File: src/rtl/mod11_wrap_monitor.sv
// Monitor for a mod-11 loadable counter. It counts 10->0 wraps, emits a divided tick
// and latches sticky range/sequence faults.
module mod11_wrap_monitor #(
  parameter int unsigned WRAP_W   = 8,
  parameter int unsigned WRAP_DIV = 4
) (
  input  logic              clk,
  input  logic              rst,
  input  logic [3:0]        cnt_in,
  input  logic              load_en_in,
  input  logic              err_clr,
  input  logic              cnt_clr,
  output logic              wrap_pulse,
  output logic              div_tick,
  output logic [WRAP_W-1:0] wrap_count,
  output logic              err_range,
  output logic              err_seq,
  output logic [3:0]        bad_val,
  output logic [1:0]        state_o
);

  typedef enum logic [1:0] {
    StUnprimed = 2'd0,
    StTrack    = 2'd1,
    StFault    = 2'd2
  } state_e;

  localparam logic [3:0]        MaxCnt  = 4'd10;
  localparam logic [WRAP_W-1:0] DivLast = WRAP_W'(WRAP_DIV - 1);

  state_e            r_state;
  state_e            w_state_next;
  logic [3:0]        r_prev_cnt;
  logic              r_prev_load;
  logic [WRAP_W-1:0] r_wrap_count;
  logic [WRAP_W-1:0] r_div;
  logic              r_wrap_pulse;
  logic              r_div_tick;
  logic              r_err_range;
  logic              r_err_seq;
  logic [3:0]        r_bad_val;

  logic [3:0]        w_exp;
  logic              w_range_bad;
  logic              w_set_range;
  logic              w_set_seq;
  logic              w_wrap;

  assign w_exp       = (r_prev_cnt == MaxCnt) ? 4'd0 : r_prev_cnt + 4'd1;
  assign w_range_bad = (cnt_in > MaxCnt);

  // State register
  always_ff @(posedge clk) begin
    if (rst) begin
      r_state <= StUnprimed;
    end else begin
      r_state <= w_state_next;
    end
  end

  // Next-state logic
  always_comb begin
    w_state_next = r_state;
    if (err_clr) begin
      w_state_next = StUnprimed;
    end else begin
      unique case (r_state)
        StUnprimed: w_state_next = w_set_range ? StFault : StTrack;
        StTrack: begin
          if (w_set_range || w_set_seq) begin
            w_state_next = StFault;
          end
        end
        StFault: w_state_next = StFault;
        default: w_state_next = StUnprimed;
      endcase
    end
  end

  // Per-state event decode; the priming edge only range-checks, and a load
  // on the previous edge exempts this sample from the sequence check.
  always_comb begin
    w_set_range = 1'b0;
    w_set_seq   = 1'b0;
    w_wrap      = 1'b0;
    unique case (r_state)
      StUnprimed: w_set_range = w_range_bad;
      StTrack: begin
        w_set_range = w_range_bad;
        w_set_seq   = !r_prev_load && (cnt_in != w_exp);
        w_wrap      = !r_prev_load && (r_prev_cnt == MaxCnt) && (cnt_in == 4'd0);
      end
      default: ;
    endcase
  end

  always_ff @(posedge clk) begin
    if (rst) begin
      r_prev_cnt   <= 4'd0;
      r_prev_load  <= 1'b0;
      r_err_range  <= 1'b0;
      r_err_seq    <= 1'b0;
      r_bad_val    <= 4'd0;
      r_wrap_pulse <= 1'b0;
      r_div_tick   <= 1'b0;
      r_wrap_count <= '0;
      r_div        <= '0;
    end else begin
      r_prev_cnt   <= cnt_in;
      r_prev_load  <= load_en_in;
      r_wrap_pulse <= w_wrap;
      r_div_tick   <= 1'b0;

      if (err_clr) begin
        r_err_range <= 1'b0;
        r_err_seq   <= 1'b0;
        r_bad_val   <= 4'd0;
      end else begin
        if (w_set_range) r_err_range <= 1'b1;
        if (w_set_seq)   r_err_seq   <= 1'b1;
        // Only the first fault since the last clear is recorded.
        if ((w_set_range || w_set_seq) && !r_err_range && !r_err_seq) begin
          r_bad_val <= cnt_in;
        end
      end

      if (cnt_clr) begin
        r_wrap_count <= '0;
        r_div        <= '0;
      end else if (w_wrap) begin
        if (r_wrap_count != '1) begin
          r_wrap_count <= r_wrap_count + WRAP_W'(1);
        end
        if (r_div == DivLast) begin
          r_div      <= '0;
          r_div_tick <= 1'b1;
        end else begin
          r_div <= r_div + WRAP_W'(1);
        end
      end
    end
  end

  assign wrap_pulse = r_wrap_pulse;
  assign div_tick   = r_div_tick;
  assign wrap_count = r_wrap_count;
  assign err_range  = r_err_range;
  assign err_seq    = r_err_seq;
  assign bad_val    = r_bad_val;
  assign state_o    = r_state;

endmodule

File: config.mk
export PLATFORM = sky130hd
export DESIGN_NAME = mod11_wrap_monitor
export DESIGN_NICKNAME = d
export VERILOG_FILES = /design/src/rtl/mod11_wrap_monitor.sv
export SDC_FILE = /design/constraint.sdc
export NUM_CORES = 1
export LEC_CHECK = 0
export BUFFER_PORTS_ARGS = -buffer_cell sky130_fd_sc_hd__clkbuf_2
export CAP_MARGIN = 20
export CORE_ASPECT_RATIO = 1.25
export CORE_MARGIN = 2
export CORE_UTILIZATION = 39
export DETAILED_ROUTE_END_ITERATION = 7
export GPL_ROUTABILITY_DRIVEN = 0
export HOLD_SLACK_MARGIN = 0.03
export PLACE_DENSITY = 0.63
export SYNTH_ARGS = -nofsm -noshare
export SYNTH_HDL_FRONTEND = slang
export SYNTH_SLANG_ARGS = --single-unit
File: constraint.sdc
create_clock -name clk -period 2.91 [get_ports clk]
set_clock_uncertainty 0.2 [all_clocks]
set_input_delay 0.582 -clock clk [delete_from_list [all_inputs] [get_ports clk]]
set_output_delay 0.582 -clock clk [all_outputs]
set_load 0.02 [all_outputs]
# Word-level counts from Yosys, hierarchy flattened
# Cells that the tools add are included.
totals:
  regBits: 31
  latchBits: 0
  ram_bits: 0
  mem_bits_ro: 0
  elab_cells: 47
  n_memories: 0
op_classes:
  addsub: 3
  n_mul: 0
  n_div: 0
  magnitude_cmp: 1
  eq_ne: 7
  shifts: 0
  muxes: 9
  n_bitwise: 1
  reduce_logical: 16
op_table:
  columns: ["operator", "count"]
  rows:
  - ["adder 8 x 1 -> 8 bit (second input constant)", 2]
  - ["equality test 8 x 2 -> 1 bit (second input constant)", 1]
  - ["two-way mux 8 bit", 1]
  - ["!= test 8 bit (second input constant)", 1]
  - ["case mux 2 bit (3 select lines)", 1]
  - ["OR reduction 2 bit", 3]
  - ["logical AND 1 bit", 5]
  - ["adder 4 x 1 -> 4 bit (second input constant)", 1]
  - ["equality test 4 bit (second input constant)", 1]
  - ["greater-than comparator 4 bit (second input constant)", 1]
  - ["logical NOT 4 bit", 1]
  - ["two-way mux 1 bit", 4]
  - ["two-way mux 2 bit", 2]
  - ["two-way mux 4 bit", 1]
  - ["!= test 4 bit", 1]
  - ["logical NOT 1 bit", 3]
  - ["OR reduction 3 bit", 1]
  - ["equality test 2 x 1 -> 1 bit (second input constant)", 1]
  - ["equality test 2 bit (second input constant)", 1]
  - ["logical NOT 2 bit", 1]
  - ["!= test 2 bit (second input constant)", 1]
  - ["AND reduction 2 bit", 1]
  - ["logical OR 1 bit", 1]
  - ["inverter 1 bit", 1]

# Longest topological paths before layout
depth:
  depth_word: 8
  mapped_depth: 8

# Worst setup path after synthesis
# Ideal clock, no wire load.
synth_timing:
  kind: "input to register"
  startpoint: "in cnt_in[1]"
  endpoint: "reg r_wrap_count[5] (netlist: wrap_count[5])"
  setup_time_ns: 0.070
  arrival_ns: 1.946
  t_required_ns: 2.640
  slack_ns: 0.694
  path_stages: 7
  n_path_buf: 1
  path_cell_list: "clkbuf_1 > nor2_1 > nand4_4 > a31oi_4 > nand4_4 > or3_1 > a21oi_1"
synth_between:
  elab_chain_len: 4
synth_rtl:
  columns: ["element", "line_no", "rtl"]
  rows:
  - ["from (decl)", "9", "input logic [3:0] cnt_in,"]
  - ["logical NOT 4 bit", "91", "w_wrap = !r_prev_load && (r_prev_cnt == MaxCnt) && (cnt_in == 4'd0);"]
  - ["logical AND 1 bit", "91", null]
  - ["two-way mux 1 bit", "86", "unique case (r_state)"]
  - ["AND reduction 2 bit (no line)", null, null]
  - ["to (signal assigned)", "132", "r_wrap_count <= r_wrap_count + WRAP_W'(1);"]
  - ["to (decl)", "35", "logic [WRAP_W-1:0] r_wrap_count;"]
# No other way between the ends.
# A chain may end at the register's enable or synchronous reset.

# Worst setup path in the final report
layout_timing:
  startpoint: "reg r_state[0] (netlist: state_o[0])"
  endpoint: "reg r_wrap_count[7] (netlist: wrap_count[7])"
layout_between:
  elab_chain_len: 3
layout_rtl:
  columns: ["element", "line_no", "rtl"]
  rows:
  - ["from (decl)", "31", "state_e r_state;"]
  - ["from (signal assigned)", "55", "r_state <= StUnprimed;"]
  - ["from (signal assigned)", "57", "r_state <= w_state_next;"]
  - ["equality test 2 x 1 -> 1 bit", "86", null]
  - ["two-way mux 1 bit", "86", null]
  - ["AND reduction 2 bit (no line)", null, null]
# No other way between the ends.

==> key figures <==
Finish
  • Share of cells above drive strength 1: 21.83%
  • Area of the multi-input gates: 879.6 sq um
  • Filler Cell Count: 410
  • Most common cell after layout, fill and taps aside: dfxtp_1
  • Sequential cell area: 620.6 sq um
  • Syn-to-layout area delta: 17.39%
  • Most frequent cells in the layout: dfxtp_1 (31), clkbuf_2 (26), nor2_1 (25)
  • Fin area: 1824 sq um
  • Nets: 210
  • Diode count: 0

Power
  • Pwr per Cell Area: 490.9 nW/um^2
  • Leak: between 0.0007 and 0.0008 uW
  • Maximum vdd drop: 334.5 uV

Detailed routing
  • Routed Antenna Nets: 0
  • Metal3 WL: 166 microns
  • Detailed-route DRC error count: 0
  • Highest metal used: met4
  • Number of DRC markers in iteration 0: 50
  • Routed len/inst: approximately 12 microns
  • Drt first pass iters: 4
  • Final wirelength: 3109 microns
  • Vias: 1296
  • Met1 WL: 1325 microns
  • Vias per inst: 5.163
  • Met2 Routed Length: 1539 microns

Global route
  • Vias in the first global route: 1241
  • Overflow left after global routing: 0
  • Initial antenna violation count: 0
  • Total track usage: between 10% and 20%
  • Largest net degree at the start of global routing: 10
  • First-pass GRT wire length: between 5000 and 6000 microns

Critical path
  • Flop2flop setup slack: 630 ps
  • CP endpoint kind: register
  • Reg2reg path depth: 7
  • RR Endpoint: wrap_count[7]$_SDFFE_PP0P_
  • Worst r2r src: state_o[0]$_SDFFE_PP0P_
  • Critical path required time: between 2000 and 3000 ps
  • Startpoint Class: register
  • Slowest cell on crit path: dfxtp_1
  • Crit path largest cell delay: roughly 400 ps
  • WS Path Type: reg -> reg
  • CP cell instances: ha_1 > and2b_1 > nand4_4 > a31oi_4 > nand4_4 > or3_1 > a21oi_1
  • Crit path max fanout: 6
  • WP data arrival: 2280 ps
  • CP most frequent cell: nand4_4

Synth
  • Synth warn: 0
  • Post-synth cell types: 45
  • Synth Area per Inst: between 9 and 10 sq um
  • Synthesized instance count: 167
  • Ys async rst share: 0%
  • Synth Cell Area: roughly 1600 sq um
  • Synth Flop Type: dfxtp_1
  • Post-synth EDFFs: 0
  • Flop and latch count out of synthesis: 31
  • Net Count, Synth: 181
  • Seq/Total Area, Yosys: 39.94%

Clock tree
  • Clk buf depth: 2
  • Post-CTS Setup Bufs: 0
  • # hold bufs at CTS: 0
  • H-tree levels: 2
  • TritonCTS clock tree: built
  • Clock sinks: 31
  • Worst-Skew Late Latency: 280 ps
  • TritonCTS Buffers: 5
  • Reg clk slew, reported paths: 60 ps
  • Root Driver: clkbuf_8
  • Resized cells post-CTS: 0

Timing
  • Least-Margin Pin Slew: a little under 500 ps
  • Final setup violation count: 0
  • Period utilisation layout: approximately four fifths
  • Total negative slack: 0 ps
  • Max-slew headroom: 67.16%
  • RSZ-0062 raised after global routing: no
  • Final Hold Fails: 0
  • Slew Limit Fails: 0
  • F_max: 439.4 MHz
  • Min cycle time layout: between 2000 and 2500 ps

Placed design
  • DP Area: 1724 sq um
  • Port bufs: 26
  • Hpwl dp: 2406 microns

Die
  • Core box area: about 3800 sq um
  • Die Y: around 75 microns
  • Number of top-level pins: 27
  • Die area: approximately 4500 sq um
  • Starting Density: 40.72%
  • Rows: 25
  • Die X: 60.46 microns

Min path
  • Hold EP: bad_val[2]$_SDFFE_PP0P_
  • Worst hold start: bad_val[2]$_SDFFE_PP0P_
  • Worst hold path type: reg -> reg
  • Hold path depth: 2

Status
  • Outcome: completed

Flow run
  • # Max-Cap Violations: 0
worst max-delay path: cells and delay by family (launching register included):
kind                     cells  cell delay (ps)
flip-flops                   1              400
adder cells (fa/ha/maj)      1              240
AO/OA/AOI/OAI                2              460
AND/OR/NAND/NOR              4              890
power by group:
| part | leakage, uW | total [uW] | internal [uW] | switching [uW] |
|---|---|---|---|---|
| combinational | 0.000429 | 86.2 | 34.1 | 52.1 |
| clock | 0.0000515 | 366 | 215 | 151 |
| sequential | 0.000252 | 443 | 433 | 9.90 |
| total | 0.000732 | 896 | 683 | 213 |
sequential cells by signal (all words and copies together), names as in the netlist:
name / count
r_prev_cnt: 4
wrap_count: 8
state_o: 2
div_tick: 1
r_prev_load: 1
err_seq: 1
wrap_pulse: 1
bad_val: 4
r_div: 8
err_range: 1
layer usage:
layer	up-vias	global-route usage (%)
met1	605	16.95
met2	37	27.54
met3	7	4.000
met4	0	9.420
li1	647	-
met5	-	0
cell families after synthesis:
kind of cell / count (synthesis) / synth area share (%)
XOR/XNOR: 14 / 7.890
AND/OR/NAND/NOR: 72 / 27.46
flip-flops: 31 / 39.94
adder cells (fa/ha/maj): 5 / 4.026
buffers and inverters: 10 / 3.461
multiplexers: 2 / 1.288
AO/OA/AOI/OAI: 33 / 15.94
how the worst max path moves through the flow:
stage	startpoint	end	slack [ps]	cells past startpoint
after floorplan	cnt_in[1]	wrap_count[5]$_SDFFE_PP0P_	690	7
after global placement	cnt_in[3]	wrap_count[5]$_SDFFE_PP0P_	560	7
after detailed placement	cnt_in[3]	wrap_count[7]$_SDFFE_PP0P_	490	7
after CTS	state_o[0]$_SDFFE_PP0P_	wrap_count[7]$_SDFFE_PP0P_	620	7
after global routing	state_o[0]$_SDFFE_PP0P_	wrap_count[7]$_SDFFE_PP0P_	480	7
final	state_o[0]$_SDFFE_PP0P_	wrap_count[7]$_SDFFE_PP0P_	630	7
final cells by class:
class | count | area share, %
Clock buffer | 8 | 5.487
Multi-Input combinational cell | 126 | 48.22
Sequential cell | 31 | 34.02
Timing Repair Buffer | 27 | 7.545
Tap cell | 54 | 3.704
Inverter | 5 | 1.029
cells in the mapped netlist, types with 2 or more instances:
library cell  number  area (sq um)
nand4b_1           4         35.03
mux2i_1            2         20.02
ha_1               5         62.56
xor2_1            10         87.58
o21ai_0            8         40.04
a21boi_0           2         15.01
nand2_1            7         26.28
a21boi_1           3         22.52
o21a_1             3         22.52
nand4_1            3         18.77
xnor2_1            4         35.03
nor2_1            25         93.84
nand4_4            2         42.54
dfxtp_1           31         620.6
buf_6              2         22.52
inv_1              5         18.77
a21oi_1            3         15.01
nand3b_1           2         15.01
nand3_1            7         35.03
or3_1              3         18.77
and3_1             4         25.02
o211ai_1           5         37.54
nor2b_1            5         31.28
stage by stage:
step / worst slack (ps) / std cells / power (uW) / hold slack, ps / util, %
finish: 634.0 / 251 / 895.6 / 285.2 / 47.80
global route: 484.4 / 251 / 930.9 / 311.5 / 47.80
CTS: 620.5 / 251 / 904.8 / 290.5 / 47.80
detailed placement: 485.0 / 243 / 539.1 / 281.6 / 45.18
global placement: 556.9 / 243 / 537.3 / 267.1 / 45.18
floorplan: 693.9 / 167 / 514.5 / 270.7 / -
(Power assumes the default switching activity.)
